==> src/rtl/reset_seq_pkg.sv <==
// Shared definitions for the reset sequencer.
//   seq_state_e : sequencing FSM states
//   IDX_W       : width of a domain index (up to 8 domains)
//   cnt_width() : width of the shared hold/delay/timeout counter
package reset_seq_pkg;

  localparam int IDX_W = 3;

  typedef enum logic [2:0] {
    HOLD,
    DELAY,
    WAIT_READY,
    DONE,
    ERROR
  } seq_state_e;

  // The counter needs room for the largest terminal value plus one spare bit,
  // so it can never wrap before the terminal compare fires.
  function automatic int cnt_width(int hold_cycles, int timeout, int delay_w);
    int w;
    w = delay_w;
    if ($clog2(hold_cycles) > w) w = $clog2(hold_cycles);
    if ($clog2(timeout) > w) w = $clog2(timeout);
    return w + 1;
  endfunction

endpackage

==> src/rtl/reset_seq_timer.sv <==
// Loadable up-counter with a terminal-compare output. One instance is shared by
// the HOLD, DELAY and WAIT_READY phases of the reset sequencer.
// Ports:
//   clock    : rising-edge clock
//   clear    : synchronous clear to zero (highest priority)
//   load     : synchronous load of load_val
//   load_val : value loaded when load is high
//   enable   : count up by one
//   term_val : terminal value to compare against
//   term     : high while the count equals term_val
module reset_seq_timer #(
  parameter int CNT_W = 9
) (
  input  logic             clock,
  input  logic             clear,
  input  logic             load,
  input  logic [CNT_W-1:0] load_val,
  input  logic             enable,
  input  logic [CNT_W-1:0] term_val,
  output logic             term
);

  logic [CNT_W-1:0] count;

  always_ff @(posedge clock) begin
    if (clear) begin
      count <= '0;
    end else if (load) begin
      count <= load_val;
    end else if (enable) begin
      count <= count + CNT_W'(1);
    end
  end

  assign term = (count == term_val);

endmodule

==> src/rtl/reset_sequencer.sv <==
// Ordered reset release controller. All domain resets are held for HOLD_CYCLES,
// then domains are released one at a time in index order. Each release waits a
// programmable per-domain delay and then waits for that domain's ready ack; a
// missing ack within TIMEOUT cycles parks the sequencer in a sticky error.
// Ports:
//   clock          : system clock, all logic on the rising edge
//   reset          : synchronous active-high block reset
//   soft_reset_req : one-cycle pulse that restarts the full sequence
//   cfg_wr_en      : delay register write strobe
//   cfg_wr_idx     : domain index of the write (out-of-range writes ignored)
//   cfg_wr_delay   : delay value written
//   domain_ready   : per-domain ready acknowledge
//   domain_reset_n : registered active-low reset per domain
//   seq_busy       : sequencing in progress (HOLD/DELAY/WAIT_READY)
//   seq_done       : all domains released and acknowledged
//   timeout_err    : sticky ready-timeout error
//   err_idx        : domain that timed out, valid with timeout_err
module reset_sequencer
  import reset_seq_pkg::*;
#(
  parameter int NUM_DOMAINS   = 4,
  parameter int DELAY_W       = 8,
  parameter int DEFAULT_DELAY = 16,
  parameter int HOLD_CYCLES   = 32,
  parameter int TIMEOUT       = 255
) (
  input  logic                   clock,
  input  logic                   reset,
  input  logic                   soft_reset_req,
  input  logic                   cfg_wr_en,
  input  logic [IDX_W-1:0]       cfg_wr_idx,
  input  logic [DELAY_W-1:0]     cfg_wr_delay,
  input  logic [NUM_DOMAINS-1:0] domain_ready,
  output logic [NUM_DOMAINS-1:0] domain_reset_n,
  output logic                   seq_busy,
  output logic                   seq_done,
  output logic                   timeout_err,
  output logic [IDX_W-1:0]       err_idx
);

  localparam int               CNT_W     = cnt_width(HOLD_CYCLES, TIMEOUT, DELAY_W);
  localparam logic [CNT_W-1:0] HOLD_TERM = CNT_W'(HOLD_CYCLES - 1);
  localparam logic [CNT_W-1:0] WAIT_TERM = CNT_W'(TIMEOUT - 1);
  localparam logic [IDX_W-1:0] LAST_IDX  = IDX_W'(NUM_DOMAINS - 1);

  seq_state_e         state;
  logic [IDX_W-1:0]   idx;
  logic [IDX_W-1:0]   load_idx;
  logic [DELAY_W-1:0] delay_q [NUM_DOMAINS];
  logic [DELAY_W-1:0] dly_q;
  logic [DELAY_W-1:0] dly_sel;
  logic               ready_sel;
  logic               tmr_clear;
  logic               tmr_en;
  logic               tmr_term;
  logic [CNT_W-1:0]   term_val;

  // Delay register file. Writes land at the same edge the FSM may latch a
  // value into dly_q, so a write coinciding with DELAY entry only affects the
  // next sequence.
  always_ff @(posedge clock) begin
    if (reset) begin
      for (int i = 0; i < NUM_DOMAINS; i++) begin
        delay_q[i] <= DELAY_W'(DEFAULT_DELAY);
      end
    end else if (cfg_wr_en) begin
      for (int i = 0; i < NUM_DOMAINS; i++) begin
        if (cfg_wr_idx == IDX_W'(i)) begin
          delay_q[i] <= cfg_wr_delay;
        end
      end
    end
  end

  // Index muxes and shared-timer control. load_idx is the domain whose DELAY
  // phase starts next: 0 when leaving HOLD, idx+1 when leaving WAIT_READY.
  always_comb begin
    load_idx  = (state == HOLD) ? '0 : idx + IDX_W'(1);
    dly_sel   = '0;
    ready_sel = 1'b0;
    for (int i = 0; i < NUM_DOMAINS; i++) begin
      if (load_idx == IDX_W'(i)) dly_sel = delay_q[i];
      if (idx == IDX_W'(i))      ready_sel = domain_ready[i];
    end

    case (state)
      HOLD:    term_val = HOLD_TERM;
      DELAY:   term_val = CNT_W'(dly_q);
      default: term_val = WAIT_TERM;
    endcase

    tmr_en    = (state == HOLD) || (state == DELAY) || (state == WAIT_READY);
    tmr_clear = reset || soft_reset_req
             || ((state == HOLD)       && tmr_term)
             || ((state == DELAY)      && tmr_term)
             || ((state == WAIT_READY) && ready_sel);
  end

  reset_seq_timer #(
    .CNT_W (CNT_W)
  ) u_timer (
    .clock    (clock),
    .clear    (tmr_clear),
    .load     (1'b0),
    .load_val ('0),
    .enable   (tmr_en),
    .term_val (term_val),
    .term     (tmr_term)
  );

  // Sequencing FSM with registered outputs. Priority: reset, then
  // soft_reset_req, then the normal advance.
  always_ff @(posedge clock) begin
    if (reset) begin
      state          <= HOLD;
      idx            <= '0;
      domain_reset_n <= '0;
      seq_busy       <= 1'b1;
      seq_done       <= 1'b0;
      timeout_err    <= 1'b0;
      err_idx        <= '0;
    end else if (soft_reset_req) begin
      state          <= HOLD;
      idx            <= '0;
      domain_reset_n <= '0;
      seq_busy       <= 1'b1;
      seq_done       <= 1'b0;
      timeout_err    <= 1'b0;
    end else begin
      case (state)
        HOLD: begin
          if (tmr_term) begin
            state <= DELAY;
            idx   <= '0;
            dly_q <= dly_sel;
          end
        end

        DELAY: begin
          if (tmr_term) begin
            for (int i = 0; i < NUM_DOMAINS; i++) begin
              if (idx == IDX_W'(i)) domain_reset_n[i] <= 1'b1;
            end
            state <= WAIT_READY;
          end
        end

        WAIT_READY: begin
          if (ready_sel) begin
            if (idx == LAST_IDX) begin
              state          <= DONE;
              seq_busy       <= 1'b0;
              seq_done       <= 1'b1;
              domain_reset_n <= '1;
            end else begin
              idx   <= load_idx;
              dly_q <= dly_sel;
              state <= DELAY;
            end
          end else if (tmr_term) begin
            // The domain that never acknowledged is put back into reset so
            // that only fully acknowledged domains remain running.
            for (int i = 0; i < NUM_DOMAINS; i++) begin
              if (idx == IDX_W'(i)) domain_reset_n[i] <= 1'b0;
            end
            state       <= ERROR;
            seq_busy    <= 1'b0;
            timeout_err <= 1'b1;
            err_idx     <= idx;
          end
        end

        DONE, ERROR: begin
        end

        default: state <= HOLD;
      endcase
    end
  end

endmodule

==> config.mk <==
export PLATFORM = sky130hd
export DESIGN_NAME = reset_sequencer
export DESIGN_NICKNAME = d
export VERILOG_FILES = /design/src/rtl/reset_seq_pkg.sv /design/src/rtl/reset_seq_timer.sv /design/src/rtl/reset_sequencer.sv
export SDC_FILE = /design/constraint.sdc
export NUM_CORES = 1
export LEC_CHECK = 0
export ABC_AREA = 1
export BUFFER_PORTS_ARGS = -buffer_cell sky130_fd_sc_hd__buf_2
export CORE_ASPECT_RATIO = 0.5
export CORE_MARGIN = 2
export CORE_UTILIZATION = 59
export DETAILED_ROUTE_END_ITERATION = 6
export PLACE_DENSITY = 0.79
export SKIP_LAST_GASP = 1
export SYNTH_ARGS = -nofsm -noshare
export SYNTH_HDL_FRONTEND = slang
export SYNTH_SLANG_ARGS = --single-unit
==> constraint.sdc <==
create_clock -name clock -period 3 [get_ports clock]
set_input_delay 0.3 -clock clock [delete_from_list [all_inputs] [get_ports clock]]
set_output_delay 0.3 -clock clock [all_outputs]
set_load 0.01 [all_outputs]
# Word level (Yosys, flattened, before mapping)
# Memory sizes are Yosys's and may differ from the RTL's.
# Cells that the tools add are included.
[word_totals]
out_inout_bits = 10
ram_bits = 32
input_bits = 19
mem_count = 1
word_cells = 142
regBits = 33
[mem_list]
columns = ["memory", "depth", "width", "read_ports", "rd_clocked_by_memory_dff", "write_ports", "line", "source"]
rows = [
  ["delay_q", 4, 8, 4, 0, 4, "reset_sequencer.sv:49", "logic [DELAY_W-1:0] delay_q [NUM_DOMAINS];"],
]
[op_classes]
n_eq_ne = 29
muxes = 61
n_addsub = 2
reduce_logical = 29
n_bitwise = 8
[op_table]
columns = ["operator", "n"]
rows = [
  ["8-bit two-way mux", 11],
  ["1-bit two-way mux", 32],
  ["8-bit case mux with 2 select lines", 2],
  ["3-bit by 2-bit == test with 1-bit output (second input constant)", 8],
  ["3-bit two-way mux", 8],
  ["6-bit AND reduction", 4],
  ["4-bit two-way mux", 4],
  ["2-bit inequality test (second input constant)", 7],
  ["3-bit by 1-bit == test with 1-bit output (second input constant)", 4],
  ["3-bit zero test", 4],
  ["3-bit inequality test (second input constant)", 4],
  ["3-bit case mux with 4 select lines", 1],
  ["4-bit AND reduction", 3],
  ["9-bit by 1-bit adder with 9-bit output (second input constant)", 1],
  ["9-bit by 8-bit == test with 1-bit output", 1],
  ["3-bit AND reduction", 3],
  ["4-bit case mux with 2 select lines", 1],
  ["1-bit logical OR", 6],
  ["2-bit by 1-bit inequality test with 1-bit output (second input constant)", 3],
  ["3-bit case mux with 2 select lines", 1],
  ["2-bit nonzero test", 3],
  ["5-bit AND reduction", 1],
  ["1-bit NOT", 4],
  ["1-bit OR", 4],
  ["other kinds (6)", 9],
]

# Logic depth before layout (Yosys ltp)
# Gate-level depths: netlist (run 1).
[depth]
ltp_word = 10
ltp_mapped = 15
mapped_depth_nobuf = 15

# Modules after synthesis
# Synthesis (run 1) repeated with hierarchy kept, for this count alone.
[hier_totals]
cells_unflattened = 404
hier_area_um2 = 3342.0
[by_module_without_submodules]
columns = ["module", "seq_area_each_um2", "instances", "cells_per_inst", "area_per_inst_um2"]
rows = [
  ["reset_sequencer", 1521.5, 1, 308, 2688.8],
  ["reset_seq_timer", 180.2, 1, 96, 653.1],
]

# Least setup slack after synthesis (run 1)
# Ideal clock, no wire load.
[synth_timing]
path_type = "register -> register"
from = "reg state[1]"
to = "reg dly_q[0] (enable)"
synth_period_minus_slack_ns = 2.340
path_stages_with_launch = 10
setup_ns = 0.385
t_arrival_ns = 1.954
required_time_ns = 2.615
path_slack_ns = 0.660
n_path_buf = 1
path_cell_list = "dfxtp_1 -> nor2_4 -> buf_6 -> nand3_2 -> nand2_1 -> nand2_2 -> nor3_4 -> nand2_4 -> nand2_1 -> nor3b_1"
[synth_via]
elab_chain_len = 5
elab_cells_between_ends = 10
cone_classes = "6 x eq/ne; 1 x mux; 3 x reduce/logical"
[synth_lines]
columns = ["element", "line", "source"]
rows = [
  ["start: declaration", "reset_sequencer.sv:46", "seq_state_e state;"],
  ["start signal: assignment", "reset_sequencer.sv:115", "state <= HOLD;"],
  ["start signal: assignment", "reset_sequencer.sv:123", "state <= HOLD;"],
  ["start signal: assignment", "reset_sequencer.sv:133", "state <= DELAY;"],
  ["3-bit by 1-bit == test with 1-bit output or 3-bit zero test (tied branches)", "reset_sequencer.sv:86, reset_sequencer.sv:130", ""],
  ["8-bit case mux with 2 select lines", "reset_sequencer.sv:86", "case (state)"],
  ["9-bit by 8-bit == test with 1-bit output", "reset_seq_timer.sv:35", "assign term = (count == term_val);"],
  ["2-bit inequality test (no source line)", "n/a", ""],
  ["6-bit AND reduction (no source line) (*)", "n/a", ""],
  ["end signal: assignment", "reset_sequencer.sv:135", "dly_q <= dly_sel;"],
  ["end signal: assignment", "reset_sequencer.sv:157", "dly_q <= dly_sel;"],
  ["end: declaration", "reset_sequencer.sv:50", "logic [DELAY_W-1:0] dly_q;"],
]
# Every way passes the cells marked *; elsewhere a longest branch is shown, timed or not.
# A chain may end at the register's enable or synchronous reset.

# Final worst setup path (run 1)
[layout_timing]
from = "reg state[0]"
to = "reg dly_q[2] (enable)"
# Same word-level chain as after synthesis.

==> results of run 1 <==
synthesized netlist by cell type, drive strengths merged:
cell / instances / share of area
clkbuf: 2 / 0.0022
nor3: 8 / 0.018
xor2: 4 / 0.010
a21boi: 1 / 0.0033
inv: 61 / 0.067
buf: 4 / 0.010
nand3: 28 / 0.047
nor2: 75 / 0.093
o21a: 5 / 0.011
o21ai: 9 / 0.013
nand4: 19 / 0.035
a21oi: 18 / 0.030
edfxtp: 40 / 0.35
nor3b: 3 / 0.0066
nand2: 117 / 0.14
dfxtp: 25 / 0.15
ha: 6 / 0.022
how the worst max path moves through the flow:
stage | startpoint | to | slack (ns) | depth (start not counted)
global route | state[0] | dly_q[3] | 0.26 | 10
finish | state[0] | dly_q[2] | 0.49 | 8
floorplan | state[1] | dly_q[0] | 0.66 | 9
CTS | state[0] | dly_q[2] | 0.54 | 8
detailed placement | state[0] | dly_q[7] | 0.57 | 8
global placement | state[0] | dly_q[7] | 0.67 | 10
worst register-to-register path, delay by kind of cell, from the launching register on:
family | cells | cell delay [ns]
buffers and inverters | 1 | 0.22
DFF | 1 | 0.74
and+or+nand+nor | 7 | 1.26
cells in the final DEF (no fill, tap or decap), types with 6 or more instances in the layout:
master | Yosys | routed
o21ai_0 | 6 | 6
buf_2 | 1 | 28
nand4_1 | 19 | 19
dfxtp_1 | 25 | 25
nand2_1 | 111 | 111
nor2_1 | 69 | 69
a21oi_1 | 17 | 17
clkbuf_16 | 0 | 9
nand3_1 | 24 | 24
edfxtp_1 | 40 | 40
inv_1 | 58 | 58
ha_1 | 6 | 6
final cells by class:
class | count | area (um^2)
Fill cell | 437 | 1610
Tap cell | 73 | 91.3
Multi-Input combinational cell | 293 | 1450
Clock inverter | 7 | 77.6
Sequential cell | 65 | 1700
Timing Repair Buffer | 30 | 155
Inverter | 61 | 229
Clock buffer | 9 | 225
logic make-up (layout without fill, tap and decap cells):
logic type | count (synthesis) | after routing | share of synthesized area
flops | 65 | 65 | 0.497
compound gates | 33 | 33 | 0.0570
simple gates | 250 | 250 | 0.335
xor+xnor | 4 | 4 | 0.0102
fa+ha+maj | 6 | 6 | 0.0219
buf+inv | 67 | 107 | 0.0793
power by group:
part           internal, mW  switching [mW]
Clock                 0.649           0.389
Sequential            0.979          0.0124
Combinational        0.0226          0.0459
Total                  1.65           0.447
metal layers:
metal | up-vias | wire, um
met2 | 102 | 3220
met5 | - | 0
met4 | 0 | 92
li1 | 1452 | -
met1 | 1283 | 3280
met3 | 12 | 476
sequential cells by signal (all words and copies together), names as in the netlist:
register	flops
dly_q	8
domain_reset_n	4
seq_busy	1
err_idx	3
state	3
idx	3
timeout_err	1
u_timer.count	9
seq_done	1
delay_q	32
==> out/qor.yml, run 1 <==
worst_setup_path:
  cpMaxStageDelayCell: "dfxtp_1"
  critical_path_class: "register to register"
  r2r_cells: 8
  required_ns: 3.03
  r2r_slack_ns: 0.49
  r2r_end: "dly_q[2]"
  critPathTopFamily: "simple AND/OR/NAND/NOR gates"
  path_buf_inv: 1
  start_kind: "register"
  end_kind: "register"
  slowest_delay_ns: 0.74
  r2r_start: "state[0]"
  path_cells: "nand2_1 -> nand3_1 -> nand3_1 -> nor3_4 -> nand2_4 -> nand2_1 -> nor3b_1 -> buf_4"
  path_max_fanout: 19
  cp.arrival_ns: 2.54
die:
  core_um2: 5540
  io_pins: 29
  die-height_um: 57.9
  initial_core_util: 0.618
  std_cell_rows: 19
  die_x_um: 112
  die_area_um2: 6470
power:
  power_mw: 2.10
  peakVddDrop_uv: 396
  p_leak_nw: 1.71
  p_per_area_nw_per_um2: 534
route:
  ant_nets: 0
  wl_mm: 7.07
  drt_iter0_markers: 172
  vias: 2849
  vias_per_cell: 5.30
  wl_per_cell_um: 13.1
  drc_errors: 0
  drt-pass1-iter-count: 5
timing:
  setup_violations: 0
  setup_ws_ns: 0.488
  finalClockSkew_ns: 0.00887
  layout_min_cycle_time_ns: 2.51
  finalCritPeriodShare: 0.837
  hold_ws_ns: 0.287
  slew_viol_final: 0
  fmax_mhz: 398
  hold_violations: 0
  maxSlewHeadroom: 0.415
  rsz0062_at_grt: "no"
  tightest_slew_ns: 0.870
  setup_tns_ns: 0
place:
  io_buffers: 28
  place_hpwl_mm: 5.29
  gp_congestion: 0.910
  placed_cell_area_um2: 3630
  numPlacedInstances: 522
  pre_cts_slack_ns: 0.573
global_routing:
  gr-total-overflow: 0
  grt_pass1_wl_mm: 12.3
  track_usage: 0.242
  grt_max_degree: 25
  antenna_found_initial: 0
  grt.met1_usage: 0.324
  grt_use_met2: 0.391
  first_global_vias: 2684
  grtUsageMet3: 0.0690
  top_usage_layer: "met2"
clock_tree:
  cts-hold-fix-buffers: 0
  cts_root_buffer: "clkbuf_16"
  cts_htree_levels: 3
  cts_tree: "built"
  cts_buffer_depth: 2
  ctsResizeCount: 0
  numCtsBuffers: 9
  clkSlewWorstSetupHoldPaths_ns: 0.06
  worstSkewPairLatency_ns: 0.33
  cts_setup_buffers: 0
  cts.sinks: 65
synth:
  syn-instance-count: 425
  synth_area_per_cell_um2: 8.06
  synth_cell_types: 30
  seq_area_frac_synth: 0.497
  yosysWarnings: 0
  synth_nets: 450
  ys_ff_latch: 65
  netlist_area_um2: 3430
run_status:
  status: "finished clean"
final_layout:
  area_growth_syn_to_layout_pct: 14.8
  finalInstanceArea_um2: 3930
  n_antenna_cell: 0
  drive_above_1_share: 0.151
  final_nets: 485
  final_core_util: 0.710
  fin_cells: 538
min_path:
  whs_endpoint: "delay_q[3][4]"
  hp-start: "cfg_wr_delay[4]"
  holdPathStages: 3
  min_path_type: "primary input to register"
run:
  cap_viol_max_count: 0
Power figures use the tool's default switching activity.
==> inputs of run 2 (changes only) <==
Settings changed: CORE_UTILIZATION 59 to 54, PLACE_DENSITY 0.79 to 0.76.
Clock period 3 ns to 2.3 ns, I/O delays scaled along.
==> run 2 against run 1 <==
Compared with the run above:
- sequential cell count unchanged
- combinational power increased by 30%
- clock skew shrank 0.0026 ns
- largest power group unchanged
==> out/qor.yml, run 2 (synthesis gave the netlist of run 1 again) <==
place:
  place_hpwl_mm: 5.03  # -4.9%
  numPlacedInstances: 541  # +3.6%
  gp_congestion: 0.830  # -8.8%
  io_buffers: 28  # unchanged
  placed_cell_area_um2: 3680  # +1.5%
clock_tree:
  clkSlewWorstSetupHoldPaths_ns: 0.05  # about the same
  worstSkewPairLatency_ns: 0.33  # about the same
  cts_root_buffer: "clkbuf_16"
  cts-hold-fix-buffers: 0  # unchanged
  cts_tree: "built"
  cts_htree_levels: 3  # unchanged
  numCtsBuffers: 9  # unchanged
  cts.sinks: 65  # unchanged
  cts_buffer_depth: 2  # unchanged
worst_setup_path:
  critical_path_class: "register to register"
  required_ns: 2.34  # -0.69 ns
  path_max_fanout: 11  # -8
  start_kind: "register"
  path_buf_inv: 1  # unchanged
  cpMaxStageDelayCell: "dfxtp_1"
  critPathTopFamily: "simple AND/OR/NAND/NOR gates"
  path_cells: "nand2_1 -> nand2_1 -> nand2_1 -> nand2_1 -> nand3_1 -> nor2_2 -> nand2_4 -> nand2_1 -> nor3b_2 -> buf_4"
  cp.arrival_ns: 2.11  # -0.43 ns
  end_kind: "register"
  crit_top_cell: "nand2_1"
  slowest_delay_ns: 0.54  # -0.20 ns
final_layout:
  area_growth_syn_to_layout_pct: 16.8
  final_common_cell: "nand2_1"
  final_nets: 492  # +1.4%
  drive_above_1_share: 0.163  # +0.0126
  largest_register_ffs: 32  # unchanged
  seq_area_um2: 1700  # about the same
  multi_input_area_um2: 1470  # +1.1%
  fin_cells: 560  # +4.1%
  fill_cells: 523  # +20%
  n_antenna_cell: 0  # unchanged
  top_register: "delay_q"
  mostFrequentLayoutCells: "nand2_1 (111), nor2_1 (69), inv_1 (58)"
  top_regs: "delay_q: 32 flops, u_timer.count: 9 flops, dly_q: 8 flops"
  finalInstanceArea_um2: 4000  # +1.7%
  final_core_util: 0.655  # -0.0548
die:
  initial_core_util: 0.561  # -0.0574
  die_area_um2: 7040  # +8.8%
  die_x_um: 117  # +4.4%
  io_pins: 29  # unchanged
  die-height_um: 60.3  # +4.2%
  core_um2: 6110  # +10%
  std_cell_rows: 20  # +1
timing:
  fmax_mhz: 483  # +21%
  finalCritPeriodShare: 0.900  # +0.0630
  maxSlewHeadroom: 0.469  # +0.0539
  rsz0062_at_grt: "no"
  slew_viol_final: 0  # unchanged
  layout_min_cycle_time_ns: 2.07  # -0.441 ns
  setup_tns_ns: 0  # unchanged
  hold_violations: 0  # unchanged
  finalClockSkew_ns: 0.00629  # -0.00258 ns
  setup_violations: 0  # unchanged
  tightest_slew_ns: 0.790  # -0.0802 ns
global_routing:
  grt_max_degree: 22  # -12%
  first_global_vias: 2304  # -14%
  gr-total-overflow: 0  # unchanged
  antenna_found_initial: 0  # unchanged
  grt_pass1_wl_mm: 10.7  # -13%
  track_usage: 0.208  # -0.0348
power:
  p_leak_nw: 1.73  # +1.0%
  peakVddDrop_uv: 603  # +52%
  power_mw: 2.70  # +29%
  p_per_area_nw_per_um2: 674  # +26%
route:
  ant_nets: 0  # unchanged
  drt-pass1-iter-count: 5  # unchanged
  vias: 2761  # -3.1%
  wl_mm: 6.66  # -5.8%
  vias_per_cell: 4.93  # -6.9%
  wl_per_cell_um: 11.9  # -9.5%
  drt_iter0_markers: 140  # -19%
  drc_errors: 0  # unchanged
min_path:
  min_path_type: "primary input to register"
run:
  cap_viol_max_count: 0  # unchanged
run_status:
  status: "finished clean"
## run 2: layout make-up
cell class | count | area share
clock buffer | 11 | 0.0582
clock inverter | 5 | 0.0141
inverter | 61 | 0.0572
multi-input combinational | 294 | 0.367
sequential | 65 | 0.426
tap | 88 | 0.0275
timing repair buffer | 36 | 0.0500
## run 2: worst reg2reg max path: stages (launching register included)
cell and delay [ns]:
dfxtp_1 0.54, nand2_1 0.18, nand2_1 0.12, nand2_1 0.05, nand2_1 0.09, nand3_1 0.10
nor2_2 0.18, nand2_4 0.06, nand2_1 0.08, nor3b_2 0.18, buf_4 0.19
## run 2: what timing repair did
action                                  4_1_cts  5_1_grt
endpoints found under the setup margin        0       20
buffers inserted                              0        2
resized for setup                             0        2
## run 2: metal layers
layer	global-route usage	wire, um
met1	0.284	3350
met3	0.0558	355
met2	0.313	2870
met4	0.0992	81
met5	0	0
## run 2: per-stage QoR
stage                     worst slack (ns)  hold slack [ns]
final                                0.229            0.203
after global routing               0.00131            0.221
after CTS                            0.131            0.195
after detailed placement             0.136            0.456
after global placement               0.234            0.449
after floorplan                      0.247            0.428
## run 2: path summary, 6_finish.rpt
kind	startpoint	to	slack, ns	cells past startpoint
setup reg to reg	state[0]	dly_q[5]	0.23	10
setup / recovery	state[0]	dly_q[5]	0.23	10
hold reg to reg	domain_reset_n[3]	domain_reset_n[3]	0.46	2
hold / removal	cfg_wr_delay[4]	delay_q[2][4]	0.20	3
## run 2: power breakdown
part / leakage (nW) / total [mW] / switching [mW] / internal (mW)
registers: 0.585 / 1.29 / 0.0168 / 1.28
clock network: 0.129 / 1.31 / 0.479 / 0.834
logic: 1.01 / 0.0892 / 0.0596 / 0.0296
